### src/rtl/regfile_scoreboard.sv
// regfile_scoreboard
// ------------------
// Multi-entry register file with a per-register write-reservation scoreboard.
// Decode/issue reserves a destination register before its producer runs, and
// reads operands together with a busy flag. The writeback stage returns the
// result and releases one reservation. A register can have up to MAX_PENDING
// outstanding writes (WAW). Writebacks to one register arrive in reservation
// order, so the last writeback leaves the youngest value.
//
// Ports:
//   clk          clock, all state updates on the rising edge
//   rst          asynchronous active-low reset
//   rd0_idx_i    read port 0 index
//   rd0_data_o   read port 0 data (combinational, optionally bypassed)
//   rd0_busy_o   read port 0 register has a pending write
//   rd1_idx_i    read port 1 index
//   rd1_data_o   read port 1 data
//   rd1_busy_o   read port 1 busy flag
//   rsv_i        reserve request for rsv_idx_i
//   rsv_idx_i    register to reserve
//   rsv_full_o   reservation counter of rsv_idx_i is saturated
//   wb_i         writeback valid
//   wb_idx_i     writeback destination
//   wb_data_i    writeback data
//   flush_i      cancel all outstanding reservations, data is kept
//   wb_err_o     registered pulse, previous writeback hit an unreserved register
module regfile_scoreboard #(
    parameter int          LEN_REG      = 32,
    parameter int          NUM_REGS     = 8,
    parameter int          MAX_PENDING  = 3,
    parameter bit          ZERO_REG     = 1'b1,
    parameter bit          BYPASS       = 1'b1,
    parameter logic [LEN_REG-1:0] INITIAL_DATA = {LEN_REG{1'b0}},
    localparam int         LEN_IDX      = (NUM_REGS > 1) ? $clog2(NUM_REGS) : 1,
    localparam int         LEN_CNT      = $clog2(MAX_PENDING + 1)
) (
    input  logic               clk,
    input  logic               rst,
    input  logic [LEN_IDX-1:0] rd0_idx_i,
    output logic [LEN_REG-1:0] rd0_data_o,
    output logic               rd0_busy_o,
    input  logic [LEN_IDX-1:0] rd1_idx_i,
    output logic [LEN_REG-1:0] rd1_data_o,
    output logic               rd1_busy_o,
    input  logic               rsv_i,
    input  logic [LEN_IDX-1:0] rsv_idx_i,
    output logic               rsv_full_o,
    input  logic               wb_i,
    input  logic [LEN_IDX-1:0] wb_idx_i,
    input  logic [LEN_REG-1:0] wb_data_i,
    input  logic               flush_i,
    output logic               wb_err_o
);

    logic [LEN_REG-1:0] data_q [NUM_REGS];
    logic [LEN_REG-1:0] data_d [NUM_REGS];
    logic [LEN_CNT-1:0] cnt_q  [NUM_REGS];
    logic [LEN_CNT-1:0] cnt_d  [NUM_REGS];
    logic               wb_err_q;
    logic               wb_err_d;

    logic               wb_is_zero;
    logic               rsv_is_zero;
    logic               wb_acc;
    logic               rsv_acc;

    // Register 0 is invisible to the scoreboard when it is hardwired to zero,
    // so requests aimed at it are dropped before any other qualification.
    always_comb begin
        wb_is_zero  = ZERO_REG && (wb_idx_i == '0);
        rsv_is_zero = ZERO_REG && (rsv_idx_i == '0);
        rsv_full_o  = !rsv_is_zero && (cnt_q[rsv_idx_i] == LEN_CNT'(MAX_PENDING));
        wb_acc      = wb_i && (cnt_q[wb_idx_i] != '0) && !flush_i && !wb_is_zero;
        // Reserve is judged against the count before this cycle's writeback.
        rsv_acc     = rsv_i && !rsv_full_o && !flush_i && !rsv_is_zero;
        // A writeback nobody reserved is a protocol error; flush and the zero
        // register swallow writebacks silently.
        wb_err_d    = wb_i && (cnt_q[wb_idx_i] == '0) && !flush_i && !wb_is_zero;
    end

    // Next-state for every entry. A reserve and a writeback on the same
    // register cancel out in the counter while the data is still written.
    // Flush clears every counter and wins over both requests.
    always_comb begin
        for (int r = 0; r < NUM_REGS; r++) begin
            data_d[r] = data_q[r];
            cnt_d[r]  = cnt_q[r];
            if (flush_i) begin
                cnt_d[r] = '0;
            end else begin
                if (wb_acc && (wb_idx_i == LEN_IDX'(r))) begin
                    data_d[r] = wb_data_i;
                end
                if ((rsv_acc && (rsv_idx_i == LEN_IDX'(r))) &&
                    !(wb_acc && (wb_idx_i == LEN_IDX'(r)))) begin
                    cnt_d[r] = cnt_q[r] + LEN_CNT'(1);
                end else if (!(rsv_acc && (rsv_idx_i == LEN_IDX'(r))) &&
                             (wb_acc && (wb_idx_i == LEN_IDX'(r)))) begin
                    cnt_d[r] = cnt_q[r] - LEN_CNT'(1);
                end
            end
        end
    end

    // State registers; reset drops every reservation immediately.
    always_ff @(posedge clk or negedge rst) begin
        if (!rst) begin
            for (int r = 0; r < NUM_REGS; r++) begin
                data_q[r] <= INITIAL_DATA;
                cnt_q[r]  <= '0;
            end
            wb_err_q <= 1'b0;
        end else begin
            for (int r = 0; r < NUM_REGS; r++) begin
                data_q[r] <= data_d[r];
                cnt_q[r]  <= cnt_d[r];
            end
            wb_err_q <= wb_err_d;
        end
    end

    assign wb_err_o = wb_err_q;

    // Read port 0. With bypass, an accepted writeback to the read register is
    // forwarded and busy reflects the count after that writeback; a reserve in
    // the same cycle only shows up after the edge.
    always_comb begin
        rd0_data_o = data_q[rd0_idx_i];
        rd0_busy_o = (cnt_q[rd0_idx_i] != '0);
        if (BYPASS && wb_acc && (wb_idx_i == rd0_idx_i)) begin
            rd0_data_o = wb_data_i;
            rd0_busy_o = (cnt_q[rd0_idx_i] != LEN_CNT'(1));
        end
        if (ZERO_REG && (rd0_idx_i == '0)) begin
            rd0_data_o = '0;
            rd0_busy_o = 1'b0;
        end
    end

    // Read port 1, identical to port 0.
    always_comb begin
        rd1_data_o = data_q[rd1_idx_i];
        rd1_busy_o = (cnt_q[rd1_idx_i] != '0);
        if (BYPASS && wb_acc && (wb_idx_i == rd1_idx_i)) begin
            rd1_data_o = wb_data_i;
            rd1_busy_o = (cnt_q[rd1_idx_i] != LEN_CNT'(1));
        end
        if (ZERO_REG && (rd1_idx_i == '0)) begin
            rd1_data_o = '0;
            rd1_busy_o = 1'b0;
        end
    end

endmodule

### config.mk
export PLATFORM = sky130hd
export DESIGN_NAME = regfile_scoreboard
export DESIGN_NICKNAME = d
export VERILOG_FILES = /design/src/rtl/regfile_scoreboard.sv
export SDC_FILE = /design/constraint.sdc
export NUM_CORES = 1
export LEC_CHECK = 0
export ABC_CLOCK_PERIOD_IN_PS = 2350
export BUFFER_PORTS_ARGS = -buffer_cell sky130_fd_sc_hd__buf_2
export CAP_MARGIN = 30
export CELL_PAD_IN_SITES_DETAIL_PLACEMENT = 1
export CELL_PAD_IN_SITES_GLOBAL_PLACEMENT = 1
export CORE_ASPECT_RATIO = 2
export CORE_UTILIZATION = 51
export DETAILED_ROUTE_END_ITERATION = 7
export PLACE_DENSITY_LB_ADDON = 0.08
export SLEW_MARGIN = 25
export SYNTH_ARGS = -nofsm -noshare
export SYNTH_HDL_FRONTEND = slang
export SYNTH_SLANG_ARGS = --single-unit
### constraint.sdc
create_clock -name clk -period 2.35 [get_ports clk]
set_clock_uncertainty 0.05 [all_clocks]
set_input_delay 0.235 -clock clk [delete_from_list [all_inputs] [get_ports clk]]
set_output_delay 0.235 -clock clk [all_outputs]
set_load 0.1 [all_outputs]
# Word-level counts from Yosys, hierarchy flattened
# Cells that the tools add are included.
# word_totals
ff_bits,273
input_bits,49
output_inout_bits,68
elab_cells,199
# op_classes
n_addsub,16
magnitude_cmp,4
eq_ne,19
muxes,50
bitwise_logic,5
n_reduce_logical,88
# op_table
op,n
$mux 32,8
$bmux 32 s3,2
$mux 2,32
$logic_and 1x1->1,44
$bmux 2 s3,4
$eq 3x3->1 const B,8
$reduce_bool 3->1,8
$logic_not 1->1,20
$add 2x1->2 const B,8
$ge 4x4->1 const B,4
$not 3->4,4
$reduce_and 2->1,8
$sub 2x1->2 const B,8
$eq 3x2->1 const B,4
$logic_not 3->1,4
$eq 3x1->1 const B,2
$eq 3x3->1,2
$reduce_bool 2->1,3
$mux 1,4
$ne 2x1->1 const B,2
$eq 2x2->1 const B,1
$logic_not 2->1,1
$not 1->1,1

# Depth between registers and ports, before layout
# Gate-level depths: netlist of the first run.
# depth
depth_word,16
ltp_mapped,8
mapped_depth_nobuf,5

# Worst setup path after synthesis of the first run
# Ideal clock, no wire load.
# synth_path
path_kind,register to output
start,register cnt_q[0] (netlist bit)
end,output rd0_data_o[0]
t_arrival_ns,3.784
required_time_ns,2.065
slack_ns,-1.719
stages_incl_launch_ff,7
n_path_buf,1
path_cell_list,dfrtp_1 > nor2_1 > a211oi_1 > o32ai_2 > clkbuf_1 > nor3_1 > a211oi_1
# synth_between
elab_chain_cells,10
# synth_rtl
element,line,text
start: declaration,57,logic [LEN_CNT-1:0] cnt_q [NUM_REGS];
start signal: indexed assignment,116,cnt_q[r] <= cnt_d[r];
$bmux 2 s3,73,wb_acc = wb_i && (cnt_q[wb_idx_i] != '0) && !flush_i && !wb_is_zero;
$mux 2 (implied by the code) (2 in series),73,
$reduce_bool 2->1,73,
$logic_and 1x1->1 (3 in series),73,
$logic_and 1x1->1,130,if (BYPASS && wb_acc && (wb_idx_i == rd0_idx_i)) begin
$mux 32,130,
$mux 32,134,if (ZERO_REG && (rd0_idx_i == '0)) begin
end: declaration,40,"output logic [LEN_REG-1:0] rd0_data_o,"
# No other way between the ends. The select of a mux whose other input is x is not followed.

# Worst setup path in the final report of the first run
# layout_path
start,register cnt_q[12] (netlist bit)
end,output rd0_data_o[20]
# Same word-level chain as after synthesis.

==> reports/metrics.cfg, run 1 <==
[run_status]
status = finished with violations
failed_checks = negative setup slack

[critical_path]
cp_cell_sequence = nor2_4, a211oi_2, buf_4, o32ai_4, or2_4, buf_12, buf_12, a211oi_4, buf_12
cp_slowest_cell = dfrtp_1
required_ns = 2.07
reg2reg_depth = 6
path_common_cell = buf_12
start_kind = flop
critPathKind = reg -> out
crit_family = compound AO/OA/AOI/OAI gates
critPathMaxFanout = 7
arrival_ns = 2.69
max_stage_delay_ns = 0.40
crit_buf_inv = 4
path_depth = 9
crit_path_end_kind = primary output

[sta]
worst_slew_pin_slew_ns = 0.8801
finalHoldViolations = 0
setup_ws_ns = -0.6259
fin_crit_sh_pct = 126.6
finalSetupViolations = 66
maxSlewViolCount = 0
fin_crit_ns = 2.976
relSlewSlack_pct = 41.33
max_freq_mhz = 336.0
rsz0062_at_grt = true
fin_tns_setup_ns = -35.97

[die]
die-area_um2 = 31500
die_y_um = 250.0
start_util_pct = 51.96
core_um2 = 30180
io_pins = 117
fp.dieW_um = 126.0
num_rows = 90

[power]
ir_drop_mv = 0.6310
p_per_area_nw_per_um2 = 633.9
power_leakage_nw = 8.888

[route]
viasPerCell = 6.485
drtIter0Drc = 479
vias = 10778
drc = 0
antenna_left = 0
routed_wl_um = 49860
dr.pass1.iters = 5
wl_per_cell_um = 30.00

[cells_and_area]
utilization_pct = 68.42
nNetsFinal = 1322
drive_gt1_share_pct = 61.53
seq_area_um2 = 6832
stdcell_count = 1662
fill_cells = 2604
syn_to_final_growth_pct = 31.68
multi_input_area_um2 = 9039

[worst_hold_path]
hp-class = in -> reg
hold_depth = 2

[yosys]
yosysWarnings = 0
async_reset_ff_share_pct = 100.0
ys_ff_latch = 273
synth.yosys.seq_area_share_pct = 43.56
ys.flop_type = dfrtp_1
avgSynthCellArea_um2 = 14.35
synth_cell_types = 45
synth-edff-count = 0
synth_cells = 1093
syn_nets = 1142
synthesis.area_um2 = 15680

[flow_run]
max_cap_viol_count = 0

[placement]
dp.cells = 1580
place.gp.congestion = 0.7963
port_buffers = 116
place_hpwl_um = 30690

[global_routing]
antenna_found_initial = 2
grt.total_usage_pct = 33.62
grt_pass1_vias = 12617
grt-ovfl-total = 0
grt_max_degree = 62
grt_pass1_wl_um = 78320

[clock_tree]
clockBufferDepth = 3
cts-root-buf = clkbuf_16
cts.clk_slew.worst_paths_ns = 0.07
clk_latency_ns = 0.56
clock_sinks = 273
cts_buffers = 27
htreeDepth = 1
cts_tree = done

==> through the flow <==
| step | total power (W) | hold WS [ns] | area (um2) | setup slack, ns |
|---|---|---|---|---|
| CTS | 0.01316 | 0.006130 | 20510 | -0.6109 |
| floorplan | 0.007201 | -0.1106 | 16370 | -0.5115 |
| finish | 0.01309 | 0.01817 | 20650 | -0.6259 |
| global placement | 0.008301 | 0.1458 | 19090 | -0.3037 |
| global route | 0.01347 | 0.02000 | 20650 | -0.6915 |
| detailed placement | 0.008397 | 0.1415 | 19090 | -0.3324 |
==> registers in the layout (all words and copies together) (netlist names) <==
signal / cells
cnt_q: 16
wb_err_o: 1
data_q: 256
==> cell usage in the layout, fill, tap and decap left out, types with 16 or more instances in the layout <==
cell	synthesis	final
buf_12	0	96
mux2_2	226	226
a211oi_4	0	65
dlygate4sd3_1	0	16
buf_2	33	44
dfrtp_1	273	273
nor3_2	0	25
mux2i_1	68	67
buf_4	8	112
nor3_1	73	39
clkbuf_16	0	27
nand2_1	16	16
mux4_2	136	136
==> cell type report <==
type                       count  share of cell area (%)
multi-input combinational    686                   43.77
sequential                   273                   33.08
timing repair buffer         280                   16.25
clock buffer                  35                   3.805
tap                          368                   2.230
clock inverter                13                  0.7453
inverter                       5                 0.09089
antenna                        2                 0.02424
==> per-layer routing <==
metal / wire length, um / track usage [%] / vias up / part of all wire, %
met5: 0 / 0 / - / 0
met4: 2322 / 15.56 / 0 / 4.7
met3: 1690 / 3.258 / 113 / 3.4
met2: 28130 / 62.45 / 275 / 56
met1: 17720 / 38.47 / 5876 / 36
li1: - / - / 4514 / -
==> logic make-up after synthesis <==
family / Yosys count / share of synthesized area, %
AOI/OAI and AO/OA: 97 / 6.311
xor gates and xnor gates: 17 / 0.9495
buffers and inverters: 134 / 4.045
DFF: 273 / 43.56
muxes: 430 / 40.10
and+or+nand+nor: 142 / 5.027
==> cells in the mapped netlist (2+ instances only) <==
library cell | instances | area (um2)
a21boi_0 | 2 | 15.01
xnor2_1 | 8 | 70.07
buf_1 | 3 | 11.26
a211oi_2 | 60 | 750.7
a21oi_1 | 7 | 35.03
nor2_1 | 16 | 60.06
buf_6 | 8 | 90.09
xor2_1 | 9 | 78.83
nand2_1 | 16 | 60.06
nor4_2 | 2 | 25.02
nand3_1 | 4 | 20.02
clkbuf_1 | 77 | 289.0
inv_1 | 4 | 15.01
dfrtp_1 | 273 | 6832
mux2_2 | 226 | 2545
o21ai_0 | 12 | 60.06
buf_2 | 33 | 165.2
or4_1 | 2 | 15.01
a211oi_1 | 6 | 45.04
nand4_1 | 4 | 25.02
nand2b_1 | 3 | 18.77
or2_1 | 2 | 12.51
nor3_1 | 73 | 365.4
nor2b_1 | 8 | 50.05
nor4_4 | 2 | 42.54
mux2i_1 | 68 | 680.7
buf_4 | 8 | 60.06
o21ai_1 | 2 | 10.01
nand3b_1 | 3 | 22.52
mux4_2 | 136 | 3063
nor3b_1 | 2 | 15.01
==> what timing repair did <==
| item | 4_1_cts | 5_1_grt |
|---|---|---|
| hold buffers | 16 | 0 |
| gates resized for setup | 38 | 23 |
| setup buffers | 11 | 4 |
| cloned | 3 | 0 |
| endpoints found under the hold margin | 128 | 0 |
| endpoints found under the setup margin | 67 | 67 |
| pin swaps | 30 | 12 |
==> power breakdown <==
part           switching (W)  internal [W]
clock network        0.00197       0.00268
registers           0.000230       0.00499
logic                0.00178       0.00143
total                0.00398       0.00911
==> path summary, 6_finish.rpt <==
path	start	end	slack (ns)
worst max register to register	cnt_q[0]	data_q[87]	0.39
max in group asynchronous	rst	data_q[79]	1.20
worst min register to register	data_q[253]	data_q[253]	0.35
worst min-delay path	wb_data_i[14]	data_q[46]	0.02
min in group asynchronous	rst	data_q[218]	0.12
worst max-delay path	cnt_q[12]	rd0_data_o[20]	-0.63
Power figures use the tool's default switching activity.
==> run 2: changes to the inputs <==
PLACE_DENSITY_LB_ADDON = 0.1   (was 0.08)
==> reports/metrics.cfg, run 2 (synthesis gave the netlist of run 1 again) <==
[run_status]
status = finished with violations  ; unchanged
failed_checks = negative setup slack  ; unchanged

[die]
die-area_um2 = 31500  ; unchanged
start_util_pct = 51.96  ; unchanged
num_rows = 90  ; unchanged
io_pins = 117  ; unchanged
core_um2 = 30180  ; unchanged
fp.dieW_um = 126.0  ; unchanged
die_y_um = 250.0  ; unchanged

[critical_path]
path_common_cell = buf_12  ; unchanged
start_kind = flop  ; unchanged
timing.rr.end = data_q[81]  ; was data_q[87]
cp_slowest_cell = dfrtp_1  ; unchanged
r2r_slack_ns = 0.33  ; was 0.39 ns
cp_cell_sequence = nor3_2, a211oi_2, o32ai_4, buf_12, or2_4, buf_12, a211oi_4, buf_12  ; was nor2_4, a211oi_2, buf_4, o32ai_4, or2_4, buf_12, buf_12, a211oi_4, buf_12
crit_path_end_kind = primary output  ; unchanged
reg2reg_depth = 7  ; was 6
critPathMaxFanout = 12  ; was 7
reg2reg_from = cnt_q[4]  ; was cnt_q[0]
arrival_ns = 2.69  ; about the same
critPathKind = reg -> out  ; unchanged
required_ns = 2.07  ; about the same
max_stage_delay_ns = 0.44  ; was 0.40 ns

[worst_hold_path]
hold_depth = 2  ; unchanged
hp-class = in -> reg  ; unchanged
min_to = data_q[58]  ; was data_q[46]
hp-start = wb_data_i[26]  ; was wb_data_i[14]

[sta]
finalHoldViolations = 0  ; unchanged
maxSlewViolCount = 0  ; unchanged
setup_ws_ns = -0.6290  ; was -0.6259 ns
finalSetupViolations = 66  ; unchanged
worst_slew_pin_slew_ns = 0.8738  ; was 0.8801 ns
fin_crit_ns = 2.979  ; was 2.976 ns
relSlewSlack_pct = 41.75  ; was 41.33%
max_freq_mhz = 335.7  ; was 336.0 MHz
fin_crit_sh_pct = 126.8  ; was 126.6%
rsz0062_at_grt = true  ; unchanged

[clock_tree]
cts.clk_slew.worst_paths_ns = 0.07  ; about the same
cts_tree = done  ; unchanged
clock_sinks = 273  ; unchanged
clk_latency_ns = 0.55  ; was 0.56 ns
cts-root-buf = clkbuf_16  ; unchanged
cts_buffers = 26  ; was 27
clockBufferDepth = 3  ; unchanged
htreeDepth = 1  ; unchanged

[placement]
dp_slack_ns = -0.3159  ; was -0.3324 ns
placed_area_um2 = 19030  ; was 19090 um2
place.gp.congestion = 0.7918  ; was 0.7963
place_hpwl_um = 29570  ; was 30690 um
port_buffers = 116  ; unchanged

[power]
p_per_area_nw_per_um2 = 650.5  ; was 633.9 nW/um2
power_leakage_nw = 8.865  ; was 8.888 nW
ir_drop_mv = 0.6851  ; was 0.6310 mV

[cells_and_area]
syn_to_final_growth_pct = 30.96  ; was 31.68%
fin_area_um2 = 20540  ; was 20650 um2
final_cell_mix = dfrtp_1 (273), mux2_2 (226), mux4_2 (136)  ; unchanged
regMostFlops = data_q  ; unchanged
nNetsFinal = 1307  ; was 1322
final_common_cell = dfrtp_1  ; unchanged
largest_reg_flops = 256  ; unchanged
fill_cells = 2581  ; was 2604
drive_gt1_share_pct = 60.53  ; was 61.53%

[global_routing]
grt.total_usage_pct = 32.91  ; was 33.62%
antenna_found_initial = 2  ; unchanged
grt_max_degree = 79  ; was 62
grt-ovfl-total = 0  ; unchanged
grt_pass1_vias = 12471  ; was 12617
grt_pass1_wl_um = 76740  ; was 78320 um

[route]
routed_wl_um = 51330  ; was 49860 um
dr.pass1.iters = 5  ; unchanged
antenna_left = 0  ; unchanged
drc = 0  ; unchanged
drtIter0Drc = 660  ; was 479
viasPerCell = 6.556  ; was 6.485
vias = 10797  ; was 10778
wl_per_cell_um = 31.16  ; was 30.00 um

[flow_run]
max_cap_viol_count = 0  ; unchanged

-- run 2: worst max-delay path by stage --
| stage | from | to | slack, ns | cells after the start |
|---|---|---|---|---|
| floorplan | rd0_idx_i[2] | rd0_data_o[10] | -0.51 | 8 |
| global placement | flush_i | rd1_data_o[24] | -0.28 | 8 |
| detailed placement | wb_idx_i[1] | rd1_data_o[21] | -0.32 | 7 |
| CTS | cnt_q[1] | rd0_data_o[22] | -0.62 | 8 |
| global route | cnt_q[14] | rd0_data_o[22] | -0.66 | 8 |
| finish | cnt_q[14] | rd0_data_o[22] | -0.63 | 8 |
-- run 2: repair_timing --
action | 4_1_cts | 5_1_grt
hold buffers | 7 | 0
hold endpoints to repair | 107 | 0
buffers inserted | 5 | 4
pin swaps | 47 | 27
resized for setup | 18 | 34
cloned | 2 | 5
endpoints found under the setup margin | 67 | 67
-- run 2: where the power goes --
part | switching (W) | total [W] | leakage [nW] | internal [W]
logic | 0.00180 | 0.00322 | 4.65 | 0.00143
clock network | 0.00195 | 0.00490 | 0.476 | 0.00295
registers | 0.000238 | 0.00523 | 3.73 | 0.00499
-- run 2: per-stage QoR --
stage,power [W],std cells,hold slack [ns],util [%],setup TNS (ns)
floorplan,0.007201,1093,-0.1106,-,-31.75
global placement,0.008271,1580,0.1169,63.04,-13.65
detailed placement,0.008362,1580,0.1276,63.04,-14.69
CTS,0.01330,1641,0.0001172,67.08,-36.48
global route,0.01370,1647,0.008432,68.05,-38.72
finish,0.01336,1647,0.01147,68.05,-34.89
-- run 2: worst max-delay path: cells and delay by family, from the launching register on --
family,cells,cell delay (ns)
compound gates,3,0.69
buf+inv,3,0.59
flops,1,0.44
simple gates,2,0.40
-- run 2: final cells by class --
cell class,instances,area [um2],share of cell area [%]
Clock inverter,11,214.0,1.042
Sequential cell,273,6832,33.27
Timing Repair Buffer,266,3268,15.91
Tap cell,368,460.4,2.242
Antenna cell,2,5.005,0.02437
Multi-Input combinational cell,686,8969,43.67
Clock buffer,36,769.5,3.747
Inverter,5,18.77,0.09139
-- run 2: per-layer routing --
| layer | vias up | part of all wire, % | track usage (%) |
|---|---|---|---|
| met5 | - | 0 | 0 |
| li1 | 4484 | - | - |
| met1 | 5907 | 36 | 37.84 |
| met3 | 96 | 3.4 | 3.215 |
| met2 | 310 | 57 | 61.29 |
| met4 | 0 | 3.6 | 14.35 |
